===== config.mk =====
export PLATFORM = sky130hd
export DESIGN_NAME = branch_ctrl
export DESIGN_NICKNAME = d
export VERILOG_FILES = /design/src/rtl/branch_ctrl_pkg.sv /design/src/rtl/branch_bht.sv /design/src/rtl/branch_ctrl.sv
export SDC_FILE = /design/constraint.sdc
export NUM_CORES = 1
export LEC_CHECK = 0
export ABC_AREA = 1
export CORE_MARGIN = 5
export CORE_UTILIZATION = 44
export CTS_CLUSTER_SIZE = 40
export DETAILED_ROUTE_END_ITERATION = 10
export PLACE_DENSITY_LB_ADDON = 0.1
export SLEW_MARGIN = 20
export SYNTH_ARGS = -nofsm -noshare
export SYNTH_HDL_FRONTEND = slang
export SYNTH_SLANG_ARGS = --single-unit

===== constraint.sdc =====
create_clock -name clk -period 2.15 [get_ports clk]
set_input_delay 0.3225 -clock clk [delete_from_list [all_inputs] [get_ports clk]]
set_output_delay 0.3225 -clock clk [all_outputs]
set_load 0.1 [all_outputs]

===== src/rtl/branch_ctrl_pkg.sv =====
// Shared definitions for the branch resolution unit: funct3 branch encodings,
// controller state type and the branch-condition evaluator.
package branch_ctrl_pkg;

   localparam logic [2:0] F3_BEQ  = 3'b000;
   localparam logic [2:0] F3_BNE  = 3'b001;
   localparam logic [2:0] F3_BLT  = 3'b100;
   localparam logic [2:0] F3_BGE  = 3'b101;
   localparam logic [2:0] F3_BLTU = 3'b110;
   localparam logic [2:0] F3_BGEU = 3'b111;

   typedef enum logic {
      ST_IDLE  = 1'b0,
      ST_FLUSH = 1'b1
   } state_e;

   // Comparator BrLT is stale when operands are equal, so it is masked by BrEq.
   function automatic logic branch_taken(input logic [2:0] funct3,
                                         input logic       eq,
                                         input logic       lt_raw);
      logic lt;
      lt = lt_raw & ~eq;
      case (funct3)
         F3_BEQ:           branch_taken = eq;
         F3_BNE:           branch_taken = ~eq;
         F3_BLT, F3_BLTU:  branch_taken = lt;
         F3_BGE, F3_BGEU:  branch_taken = ~lt;
         default:          branch_taken = 1'b0;
      endcase
   endfunction

endpackage


===== src/rtl/branch_bht.sv =====
// Branch history table: 2-bit saturating counters with a combinational read
// port for fetch and a single update port from the resolving branch.
module branch_bht #(
   parameter int ENTRIES = 16,
   parameter int IDX_W   = (ENTRIES > 1) ? $clog2(ENTRIES) : 1
) (
   input  logic             clk,
   input  logic             rst,
   input  logic [IDX_W-1:0] rd_idx_i,
   output logic             rd_taken_o,
   input  logic             upd_en_i,
   input  logic [IDX_W-1:0] upd_idx_i,
   input  logic             upd_taken_i
);

   logic [1:0] ctr_q [ENTRIES];
   logic [1:0] upd_ctr_d;

   always_comb begin
      upd_ctr_d = ctr_q[upd_idx_i];
      if (upd_taken_i && ctr_q[upd_idx_i] != 2'b11) begin
         upd_ctr_d = ctr_q[upd_idx_i] + 2'b01;
      end else if (!upd_taken_i && ctr_q[upd_idx_i] != 2'b00) begin
         upd_ctr_d = ctr_q[upd_idx_i] - 2'b01;
      end
   end

   // Counters start weakly not-taken.
   always_ff @(posedge clk or posedge rst) begin
      if (rst) begin
         for (int i = 0; i < ENTRIES; i++) ctr_q[i] <= 2'b01;
      end else if (upd_en_i) begin
         ctr_q[upd_idx_i] <= upd_ctr_d;
      end
   end

   assign rd_taken_o = ctr_q[rd_idx_i][1];

endmodule


===== src/rtl/branch_ctrl.sv =====
// Branch resolution, mispredict redirect and wrong-path flush control.
// Define BRANCH_CTRL_BHT_EN to add a dynamic predictor; otherwise static not-taken.
module branch_ctrl
   import branch_ctrl_pkg::*;
#(
   parameter int XLEN         = 32,
   parameter int FLUSH_CYCLES = 2,
   parameter int BHT_ENTRIES  = 16
) (
   input  logic            clk,
   input  logic            rst,
   input  logic            ex_valid,
   input  logic            ex_is_branch,
   input  logic            ex_is_jump,
   input  logic [2:0]      ex_funct3,
   input  logic [XLEN-1:0] ex_pc,
   input  logic [XLEN-1:0] ex_target,
   input  logic            ex_pred_taken,
   input  logic            BrEq,
   input  logic            BrLT,
   output logic            BrUn,
   input  logic [XLEN-1:0] if_pc,
   output logic            if_pred_taken,
   output logic            redirect,
   output logic [XLEN-1:0] redirect_pc,
   output logic            flush
);

   localparam int IDX_W = (BHT_ENTRIES > 1) ? $clog2(BHT_ENTRIES) : 1;
   localparam int CNT_W = (FLUSH_CYCLES > 1) ? $clog2(FLUSH_CYCLES) : 1;

   state_e            state_q, state_d;
   logic [CNT_W-1:0]  cnt_q, cnt_d;
   logic              redirect_q;
   logic [XLEN-1:0]   redirect_pc_q, redirect_pc_d;
   logic              resolve, taken, mispredict, cnt_done;

   assign BrUn       = ex_funct3[1];
   assign resolve    = ex_valid & (ex_is_branch | ex_is_jump) & (state_q == ST_IDLE);
   assign taken      = ex_is_jump | branch_taken(ex_funct3, BrEq, BrLT);
   assign mispredict = resolve & (taken != ex_pred_taken);
   assign cnt_done   = (cnt_q == CNT_W'(FLUSH_CYCLES - 1));

   always_ff @(posedge clk or posedge rst) begin
      if (rst) begin
         state_q <= ST_IDLE;
         cnt_q   <= '0;
      end else begin
         state_q <= state_d;
         cnt_q   <= cnt_d;
      end
   end

   always_comb begin
      state_d = state_q;
      cnt_d   = '0;
      case (state_q)
         ST_IDLE:  if (mispredict) state_d = ST_FLUSH;
         ST_FLUSH: begin
            if (cnt_done) state_d = ST_IDLE;
            else          cnt_d   = cnt_q + 1'b1;
         end
         default:  state_d = ST_IDLE;
      endcase
   end

   always_comb begin
      flush = (state_q == ST_FLUSH);
   end

   assign redirect_pc_d = !mispredict ? redirect_pc_q
                        : taken       ? ex_target
                        :               ex_pc + XLEN'(4);

   always_ff @(posedge clk or posedge rst) begin
      if (rst) begin
         redirect_q    <= 1'b0;
         redirect_pc_q <= '0;
      end else begin
         redirect_q    <= mispredict;
         redirect_pc_q <= redirect_pc_d;
      end
   end

   assign redirect    = redirect_q;
   assign redirect_pc = redirect_pc_q;

`ifdef BRANCH_CTRL_BHT_EN
   logic unused_if_pc;

   branch_bht #(
      .ENTRIES (BHT_ENTRIES),
      .IDX_W   (IDX_W)
   ) u_bht (
      .clk         (clk),
      .rst         (rst),
      .rd_idx_i    (if_pc[IDX_W+1:2]),
      .rd_taken_o  (if_pred_taken),
      .upd_en_i    (resolve & ex_is_branch & ~ex_is_jump),
      .upd_idx_i   (ex_pc[IDX_W+1:2]),
      .upd_taken_i (taken)
   );

   assign unused_if_pc = ^{if_pc[XLEN-1:IDX_W+2], if_pc[1:0]};
`else
   logic unused_if_pc;

   assign if_pred_taken = 1'b0;
   assign unused_if_pc  = ^if_pc;
`endif

endmodule


# Word level (Yosys, flattened, before mapping)
# Index checks and enable logic that the tools add are counted.
# totals
reg_bits	35
word_cells	31
output_inout_bits	36
in_bits	107
# op_classes
mux	7
bitwise	9
eq_ne	6
reduce_logical	3
addsub	2
# op_table
op	count
adder 32 x 3 -> 32 bit, second input constant	1
2-to-1 mux 32 bit	1
== test 3 bit, second input constant	4
AND 1 bit	4
2-to-1 mux 1 bit	4
one-hot mux 1 bit (4 select lines)	1
OR reduction 2 bit	2
== test 3 x 1 -> 1 bit, second input constant	1
logical NOT 3 bit	1
inverter 1 bit	3
OR 1 bit	2
one-hot mux 1 bit (2 select lines)	1
adder 1 bit, second input constant	1
!= test 1 bit	1

# Longest topological paths before layout
# Gate-level depths: netlist (run 1).
# logic_depth
word_depth	9
mapped_depth	12

# Worst setup path before layout (run 1)
# OpenSTA, ideal clock, no wires.
# synth_timing
kind	register to register
startpoint	register state_q, in the netlist flush
endpoint	register redirect_pc_q[11], in the netlist redirect_pc[11]
setup_slack_ns	0.492
stages_incl_launch_ff	8
t_required_ns	2.082
n_path_buf	1
arrival_time_ns	1.591
synth_period_minus_slack_ns	1.658
path_cell_list	dfrtp_1 -> nor2_1 -> nand2_2 -> nor2_8 -> inv_6 -> buf_6 -> nand2_1 -> nand2_1
# synth_via
elab_chain_len	3
# synth_lines
element	line_no	text
from (decl)	branch_ctrl.sv:32	state_e state_q, state_d;
from (signal assigned)	branch_ctrl.sv:49	state_q <= state_d;
inverter 1 bit	n/a	
AND 1 bit	branch_ctrl.sv:39	assign resolve = ex_valid & (ex_is_branch | ex_is_jump) & (state_q == ST_IDLE);
AND 1 bit	branch_ctrl.sv:41	assign mispredict = resolve & (taken != ex_pred_taken);
to (signal assigned)	branch_ctrl.sv:81	redirect_pc_q <= redirect_pc_d;
to (decl)	branch_ctrl.sv:35	logic [XLEN-1:0] redirect_pc_q, redirect_pc_d;
# No other way between the ends.
# A chain may end at the register's enable or synchronous reset.

# Worst setup path after layout (run 1)
# layout_timing
startpoint	input port ex_pc[3]
endpoint	register redirect_pc_q[28], in the netlist redirect_pc[28]
# layout_via
elab_chain_len	2
# layout_lines
element	line_no	text
from (decl)	branch_ctrl.sv:16	input logic [XLEN-1:0] ex_pc,
adder 32 x 3 -> 32 bit	branch_ctrl.sv:73	: ex_pc + XLEN'(4);
2-to-1 mux 32 bit	branch_ctrl.sv:72	: taken ? ex_target
# No other way between the ends.

==> results of run 1 <==
## cell usage after synthesis (all sizes together)
cell | n | share of area [%]
a21oi | 2 | 1.2
buf | 12 | 4.3
clkbuf | 1 | 0.18
conb | 1 | 0.14
dfrtp | 35 | 32
ha | 1 | 0.45
inv | 31 | 4.5
nand2 | 212 | 30
nand3 | 50 | 9.6
nand3b | 1 | 0.27
nand4 | 1 | 0.23
nor2 | 50 | 8.2
o21a | 1 | 0.32
o21ai | 12 | 2.2
o21bai | 3 | 0.82
or2 | 12 | 2.7
xnor2 | 5 | 1.6
xor2 | 4 | 1.3
## sequential cells by signal, summed over array words and instances (netlist names)
signal,cells
redirect_pc,32
redirect,1
flush,1
cnt_done,1
## layer usage
| metal | global-route usage [%] | vias up | share of wire, % |
|---|---|---|---|
| met1 | 27.76 | 1293 | 44 |
| li1 | - | 1564 | - |
| met4 | 5.548 | 0 | 1.6 |
| met3 | 4.332 | 10 | 6.6 |
| met2 | 37.91 | 75 | 48 |
| met5 | 0 | - | 0 |
## report_power, final
part           switching [mW]  internal (mW)  total, mW
clock network           0.243          0.252      0.495
logic                    2.89          0.750       3.64
registers               0.184          0.979       1.16
total                    3.32           1.98       5.30
## stage by stage
step | util (%) | power, mW | setup WS [ps]
finish | 65.10 | 5.297 | 377.5
CTS | 65.10 | 5.347 | 371.7
detailed placement | 63.64 | 4.832 | 74.19
global placement | 63.64 | 4.802 | 97.91
global route | 65.10 | 5.554 | 258.7
floorplan | - | 4.006 | 491.5
## cell families (layout without fill, tap and decap cells)
kind of cell               Yosys count  after routing  synth area share (%)
and+or+nand+nor                    326            326                 51.41
adders and majority gates            1              1                0.4532
xor gates and xnor gates             9              9                 2.856
buffers and inverters               44            157                 8.930
DFF                                 35             35                 31.73
other                                1              1                0.1359
AOI/OAI and AO/OA                   18             18                 4.488
## layout make-up
type | instances | share of cell area (%)
tap | 75 | 2.392
sequential | 35 | 22.33
multi-input combinational | 355 | 41.75
clock inverter | 1 | 0.1276
inverter | 31 | 3.158
timing repair buffer | 119 | 28.13
clock buffer | 6 | 2.105
## final timing paths
| check | startpoint | end | slack (ps) | depth (start not counted) |
|---|---|---|---|---|
| worst max register to register | flush$_DFF_PP0_ | redirect_pc[23]$_DFFE_PP0P_ | 870 | 6 |
| max in group asynchronous | rst | redirect_pc[8]$_DFFE_PP0P_ | 1380 | 3 |
| worst min register to register | cnt_done$_DFF_PP0_ | cnt_done$_DFF_PP0_ | 420 | 1 |
| worst min-delay path | cnt_done$_DFF_PP0_ | cnt_done$_DFF_PP0_ | 420 | 1 |
| min in group asynchronous | rst | redirect_pc[13]$_DFFE_PP0P_ | 440 | 3 |
| worst max-delay path | ex_pc[3] | redirect_pc[28]$_DFFE_PP0P_ | 380 | 11 |
## worst max-delay path, cell delays in order
cell             delay (ps)
clkdlybuf4s50_1         510
ha_1                    260
inv_2                    50
nor2_2                  130
nand2_2                 150
nor2_2                  180
nand2_1                  70
nand2_1                  60
nand3_1                  70
nand3_1                  90
nand2_1                  40
==> summary.md, run 1 <==
| Metric | Value |
|---|---|
| Post-synthesis sequential area ratio | `31.73%` |
| Die Y | `89.20 µm` |
| Placed cells | `615` |
| WP data arrival | `1950 ps` |
| Drt first pass iters | `4` |
| Average size of a mapped cell | `6.360 µm²` |
| GP Congestion | `0.8858` |
| Mapped Area | `0.002760 mm²` |
| CTS max path bufs | `2` |
| ANT cells | `0` |
| Root buf cell | `clkbuf_8` |
| CTS tree | `done` |
| Final Cell Area | `0.003923 mm²` |
| Final Hold Violating Endpoints | `0` |
| Hold crit path type | `register to register` |
| Fmax | `0.5642 GHz` |
| WL per Instance | `13.10 µm` |
| CTS sink count | `35` |
| Max-Cap Viols | `0` |
| Pins over their slew limit | `0` |
| 1st-iter DRT viols | `138` |
| Die area | `0.007957 mm²` |
| Number of synthesized register bits | `35` |
| Placed cell areas | `0.003835 mm²` |
| CTS Hold Bufs | `0` |
| Largest net degree at the start of global routing | `37` |
| Vias | `2,942` |
| Drt drc | `0` |
| Vias per cell | `4.730` |
| Synthesis-to-finish area growth | `42.11%` |
| Final setup violation count | `0` |
| Synth cell types | `30` |
| Num rows | `28` |
| Gr ovfl total | `0` |
| Ports | `143` |
| CTS H-Tree Depth | `2` |
| First-pass GRT wire length | `13,510 µm` |
| Initial Util | `45.81%` |
| Final HPWL DP | `6402 µm` |
| Synthesized Nets | `542` |
| Die Wd | `89.20 µm` |
| Cts bufs inserted | `5` |
| Critical Path Source Type | `input port` |
| Core Area | `0.006026 mm²` |
| Fillers | `605` |
| Fin Clk Skew | `6.351 ps` |
| Commonest non-fill, non-tap cell in the layout | `nand2_1` |
| Seq. cell area | `875.8 µm²` |
| IO buf count | `109` |
| Total routed wirelength | `8146 µm` |
| Post-DRT Antenna Nets | `0` |
| Global-route usage over all layers | `21.84%` |
| Syn Inst Count | `434` |
| Non-filler cells, final | `622` |
| Synthesis Warnings | `0` |
| Ratio of cells with drive above 1 in the final layout | `16.64%` |
| Post-CTS Setup Bufs | `0` |
| Final period util | `82.44%` |
| Worst-path clk slew | `70 ps` |
| Worst Path Required | `2330 ps` |
| Critical Path End Type | `register` |
| Area of the multi-input gates | `0.001638 mm²` |
| Number of global-route vias before repair | `2,856` |
| PwrDens | `1350 mW/mm²` |
| Worst-Skew Late Latency | `290 ps` |
| Minimum clock period | `1773 ps` |
| Initial antenna violation count | `0` |
| Hold WS | `419.2 ps` |
| Post-CTS sizing | `0` |
| Final #Nets | `655` |
| Setup CP Type | `input port to register` |
| Setup TNS | `0 ps` |
| P_leak | `1.908 nW` |
| Most frequent cells in the layout | `nand2_1, clkdlybuf4s50_1, nand3_1` |
| Outcome | `finished clean` |
| Crit path max fanout | `5` |
| RSZ-0062 raised after global routing | `false` |
| Maximum VDD drop | `1.101 mV` |
No activity file was read; power rests on OpenSTA's default activity.
==> inputs of run 2 (changes only) <==
Settings changed: CORE_UTILIZATION 44 to 40.
Clock period 2.15 ns to 1.8 ns, I/O delays scaled along.
==> summary.md, run 2 (synthesized netlist as in run 1, its figures left out) <==
| Metric | Value |
|---|---|
| Outcome | `finished clean` |
| Fmax | `0.6049 GHz` |
| CP max stage delay | `490 ps (-20 ps)` |
| Most frequent cells in the layout | `nand2_1, clkdlybuf4s50_1, buf_4` |
| First-pass GRT wire length | `14,560 µm (+7.8%)` |
| Root buf cell | `clkbuf_8` |
| Vias per cell | `4.696 (-0.72%)` |
| Final period util | `91.84%` |
| Vias | `3,104 (+5.5%)` |
| Minimum clock period | `1653 ps` |
| Final #Nets | `688 (+5.0%)` |
| Maximum VDD drop | `1.047 mV (-4.9%)` |
| Crit-path cells | `clkdlybuf4s50_1 -> ha_1 -> inv_2 -> nor2_2 -> nand2_2 -> nor2_2 -> nand2_1 -> nand2_1 -> nand3_1 -> nand3_1 -> nand2_1` |
| Hold crit path type | `input port to asynchronous set/reset pin` |
| Net Sw Power | `4.124 mW (+24%)` |
| Setup ws final | `146.8 ps (-230.7 ps)` |
| WL per Instance | `13.09 µm (about the same)` |
| Largest net degree at the start of global routing | `36 (-2.7%)` |
| Busiest grt layer | `met2` |
| Worst-path clk slew | `80 ps (about the same)` |
| Worst path slowest cell | `clkdlybuf4s50_1` |
| Drt drc | `0 (unchanged)` |
| Combinational Power Share | `68.7% (about the same)` |
| Placed cells | `653 (+6.2%)` |
| Total routed wirelength | `8654 µm (+6.2%)` |
| Routing usage on met3 | `4.023% (-0.31 points)` |
| Gr ovfl total | `0 (unchanged)` |
| Drt first pass iters | `4 (unchanged)` |
| Die area | `0.008662 mm² (+8.9%)` |
| Fillers | `630 (+4.1%)` |
| CTS H-Tree Depth | `2 (unchanged)` |
| Critical Path End Type | `register` |
| CTS Hold Bufs | `0 (unchanged)` |
| Number of global-route vias before repair | `3,064 (+7.3%)` |
| Flop pwr share | `21.0% (-1.0 points)` |
| ANT cells | `0 (unchanged)` |
| Hold WS | `383.8 ps (-35.37 ps)` |
| Num rows | `30 (+7.1%)` |
| Post-Place Setup Slack | `-175.8 ps (-250.0 ps)` |
| Post-CTS sizing | `0 (unchanged)` |
| WP data arrival | `1840 ps (-110 ps)` |
| Cts bufs inserted | `5 (unchanged)` |
| Pins over their slew limit | `0 (unchanged)` |
| Ports | `143 (unchanged)` |
| Initial antenna violation count | `0 (unchanged)` |
| Switching Share | `57.88% (-4.7 points)` |
| P_leak | `2.162 nW (+13%)` |
| GR Util met1 | `25.71% (-2.0 points)` |
| Largest register FFs | `32 (unchanged)` |
| CTS tree | `done` |
| Worst-Skew Late Latency | `290 ps (about the same)` |
| Critical Path Source Type | `input port` |
| Setup CP Type | `input port to register` |
| RSZ-0062 raised after global routing | `false` |
| Die Y | `93.07 µm (+4.3%)` |
| Fin Clk Skew | `5.430 ps (-0.9211 ps)` |
| Non-filler cells, final | `661 (+6.3%)` |
| Final core utilization | `65.70% (+0.61 points)` |
| CTS max path bufs | `2 (unchanged)` |
| Placed cell areas | `0.004327 mm² (+13%)` |
| Final HPWL DP | `7030 µm (+9.8%)` |
| Final Total Pwr | `7.125 mW (+35%)` |
| Core Area | `0.006756 mm² (+12%)` |
| Int Pwr | `3.001 mW (+52%)` |
| 1st-iter DRT viols | `97 (-30%)` |
| Crit path max fanout | `5 (unchanged)` |
| Post-CTS Setup Bufs | `0 (unchanged)` |
| Setup TNS | `0 ps (unchanged)` |
| Commonest non-fill, non-tap cell in the layout | `nand2_1` |
| PwrDens | `1605 mW/mm² (+19%)` |
| Crit-path most repeated cell | `nand2_1` |
| Final Cell Area | `0.004439 mm² (+13%)` |
| Post-DRT Antenna Nets | `0 (unchanged)` |
| Die Wd | `93.07 µm (+4.3%)` |
| Ratio of cells with drive above 1 in the final layout | `21.51% (+4.9 points)` |
| Worst Path Required | `1990 ps (-340 ps)` |
| Max-Cap Viols | `0 (unchanged)` |
| Met2 Use GR | `37.19% (-0.72 points)` |
| Final setup violation count | `0 (unchanged)` |
| GP Congestion | `0.8979 (+1.4%)` |
| Clk network pwr share | `10.3% (+1.0 points)` |
| Global-route usage over all layers | `20.96% (-0.88 points)` |
| Initial Util | `40.85% (-5.0 points)` |
| Synthesis-to-finish area growth | `60.83%` |
| Final Hold Violating Endpoints | `0 (unchanged)` |
| CTS sink count | `35 (unchanged)` |
| IO buf count | `109 (unchanged)` |
-- run 2: final timing paths --
check / startpoint / to / slack (ps) / cells after the start
min in group clk: cnt_done$_DFF_PP0_ / cnt_done$_DFF_PP0_ / 420 / 1
hold / removal: rst / redirect_pc[29]$_DFFE_PP0P_ / 380 / 3
setup reg to reg: flush$_DFF_PP0_ / redirect_pc[10]$_DFFE_PP0P_ / 540 / 6
hold reg to reg: cnt_done$_DFF_PP0_ / cnt_done$_DFF_PP0_ / 420 / 1
max in group asynchronous: rst / redirect_pc[24]$_DFFE_PP0P_ / 1090 / 3
setup / recovery: ex_pc[2] / redirect_pc[28]$_DFFE_PP0P_ / 150 / 11
-- run 2: layout make-up --
| class | instances | area [µm²] | area share, % |
|---|---|---|---|
| clock buffer | 5 | 68.82 | 1.550 |
| inverter | 31 | 123.9 | 2.790 |
| tap | 80 | 100.1 | 2.255 |
| sequential | 35 | 875.8 | 19.73 |
| timing repair buffer | 152 | 1589 | 35.79 |
| multi-input combinational | 355 | 1638 | 36.89 |
| clock inverter | 3 | 43.79 | 0.9865 |
-- run 2: worst max-delay path: cells and delay by family --
kind | cells | cell delay, ps
fa+ha+maj | 1 | 250
simple gates | 8 | 760
buf+inv | 2 | 540
-- run 2: metal layers --
metal	wire, µm	part of all wire, %
met2	4246	49
met3	392	4.5
met1	3855	45
met4	160	1.8
met5	0	0
-- run 2: power by group through the flow --
stage | clock, mW | combinational (mW) | sequential [mW]
floorplan | 0 | 0.654 | 4.13
global placement | 0 | 4.89 | 1.49
detailed placement | 0 | 4.92 | 1.51
CTS | 0.762 | 4.93 | 1.50
global route | 0.801 | 5.09 | 1.56
finish | 0.732 | 4.90 | 1.50
==> inputs of run 3 (changes only) <==
Settings changed: CORE_UTILIZATION 40 to 44.
Clock period 1.8 ns to 2.1 ns, I/O delays scaled along.
==> summary.md, run 3 (synthesized netlist as in run 1, its figures left out) <==
| Metric | Value |
|---|---|
| CTS Hold Bufs | `0 (unchanged)` |
| Post-CTS Setup Bufs | `0 (unchanged)` |
| Worst-Skew Late Latency | `290 ps (about the same)` |
| Pins over their slew limit | `0 (unchanged)` |
| Final setup violation count | `0 (unchanged)` |
| PwrDens | `1373 mW/mm² (-14%)` |
| Placed cells | `619 (-5.2%)` |
| Maximum VDD drop | `1.069 mV (+2.0%)` |
| Non-filler cells, final | `626 (-5.3%)` |
| 1st-iter DRT viols | `137 (+41%)` |
| Launch point of the worst reg-to-reg path | `flush$_DFF_PP0_` |
| Final Total Pwr | `5.445 mW (-24%)` |
| CTS sink count | `35 (unchanged)` |
| Die Y | `89.20 µm (-4.2%)` |
| Reg2reg end | `redirect_pc[23]$_DFFE_PP0P_` |
| Vias per cell | `4.765 (+1.5%)` |
| WP data arrival | `1940 ps (+100 ps)` |
| Ratio of cells with drive above 1 in the final layout | `17.24% (-4.3 points)` |
| Setup TNS | `0 ps (unchanged)` |
| RSZ-0062 raised after global routing | `false` |
| WL per Instance | `13.32 µm (+1.7%)` |
| Worst-path clk slew | `70 ps (about the same)` |
| Final HPWL DP | `6629 µm (-5.7%)` |
| Final Hold Violating Endpoints | `0 (unchanged)` |
| Worst Setup EP | `redirect_pc[28]$_DFFE_PP0P_` |
| IO buf count | `109 (unchanged)` |
| Vias | `2,983 (-3.9%)` |
| Synthesis-to-finish area growth | `43.65%` |
| Critical Path End Type | `register` |
| Initial Util | `45.81% (+5.0 points)` |
| Reg2reg setup slack | `830 ps (+290 ps)` |
| GP Congestion | `0.8995 (+0.18%)` |
| Cts bufs inserted | `5 (unchanged)` |
| Fmax | `0.5662 GHz` |
| Ports | `143 (unchanged)` |
| Worst reg2reg path depth | `6 (unchanged)` |
| Largest net degree at the start of global routing | `37 (+2.8%)` |
| CTS max path bufs | `2 (unchanged)` |
| Total routed wirelength | `8336 µm (-3.7%)` |
| Post-Place Setup Slack | `21.49 ps (+197.3 ps)` |
| CP startpoint | `ex_pc[3]` |
| Fin Clk Skew | `9.349 ps (+3.918 ps)` |
| Hold WS | `421.3 ps (+37.50 ps)` |
| Drt first pass iters | `4 (unchanged)` |
| CTS H-Tree Depth | `2 (unchanged)` |
| Crit path max fanout | `5 (unchanged)` |
| Hold crit path type | `register to register` |
| Post-DRT Antenna Nets | `0 (unchanged)` |
| Setup ws final | `333.8 ps (+187.0 ps)` |
| Core Area | `0.006026 mm² (-11%)` |
| Setup CP Type | `input port to register` |
| CTS tree | `done` |
| Seq. cell area | `875.8 µm² (unchanged)` |
| Fillers | `596 (-5.4%)` |
| P_leak | `1.933 nW (-11%)` |
| Minimum clock period | `1766 ps` |
| ANT cells | `0 (unchanged)` |
| Area of the multi-input gates | `0.001638 mm² (unchanged)` |
| Commonest non-fill, non-tap cell in the layout | `nand2_1` |
| Die area | `0.007957 mm² (-8.1%)` |
| Post-CTS sizing | `0 (unchanged)` |
| Drt drc | `0 (unchanged)` |
| First-pass GRT wire length | `13,740 µm (-5.6%)` |
| Max-Cap Viols | `0 (unchanged)` |
| Num rows | `28 (-6.7%)` |
| Most frequent cells in the layout | `nand2_1, clkdlybuf4s50_1, nand3_1` |
| Number of global-route vias before repair | `2,977 (-2.8%)` |
| Gr ovfl total | `0 (unchanged)` |
| Critical Path Source Type | `input port` |
| Final period util | `84.11%` |
| Die Wd | `89.20 µm (-4.2%)` |
| Worst Path Required | `2280 ps (+290 ps)` |
| Global-route usage over all layers | `22.19% (+1.2 points)` |
| Root buf cell | `clkbuf_8` |
| Final #Nets | `659 (-4.2%)` |
| Initial antenna violation count | `0 (unchanged)` |
| Outcome | `finished clean` |
| Largest register FFs | `32 (unchanged)` |
run 3: cell types whose count changed in the layout (fill, tap and decap cells not counted), sizes merged:
cell	previous run	this run
clkinv	2	1
buf	78	49
clkbuf	5	6
bufinv	1	0
run 3: through the flow:
| step | util, % | instance area, µm² |
|---|---|---|
| floorplan | - | 2760 |
| global placement | 64.35 | 3877 |
| detailed placement | 64.35 | 3877 |
| CTS | 65.80 | 3965 |
| global route | 65.80 | 3965 |
| finish | 65.80 | 3965 |
run 3: cell type report:
cell class | instances | area share [%]
well taps | 75 | 2.367
multi-input cells | 355 | 41.31
clock buffers | 6 | 2.083
clock inverters | 1 | 0.1262
inverters | 31 | 3.124
flip-flops and latches | 35 | 22.09
repair buffers | 123 | 28.91
run 3: metal layers:
metal	routed length (µm)	vias up	GRT usage, %
li1	-	1572	-
met1	3609	1315	27.13
met2	4020	79	39.38
met3	517	17	3.779
met4	189	0	7.307
met5	0	-	0
run 3: worst min-delay path by stage:
stage	start	endpoint	slack, ps	cells past startpoint
final	cnt_done$_DFF_PP0_	cnt_done$_DFF_PP0_	420	1
after global routing	cnt_done$_DFF_PP0_	cnt_done$_DFF_PP0_	450	1
after CTS	cnt_done$_DFF_PP0_	cnt_done$_DFF_PP0_	420	1
after detailed placement	cnt_done$_DFF_PP0_	cnt_done$_DFF_PP0_	410	1
after global placement	cnt_done$_DFF_PP0_	cnt_done$_DFF_PP0_	410	1
after floorplan	cnt_done$_DFF_PP0_	cnt_done$_DFF_PP0_	400	1
run 3: worst max-delay path, stage by stage:
cell	delay, ps
clkdlybuf4s50_1	510
ha_1	270
inv_2	50
nor2_2	130
nand2_2	150
nor2_2	180
nand2_1	70
nand2_1	60
nand3_1	70
nand3_1	90
nand2_1	50
run 3: where the power goes:
| part | internal [mW] | total, mW | switching [mW] |
|---|---|---|---|
| clock network | 0.258 | 0.507 | 0.249 |
| registers | 1.00 | 1.19 | 0.190 |
| logic | 0.777 | 3.75 | 2.97 |
| total | 2.04 | 5.44 | 3.41 |
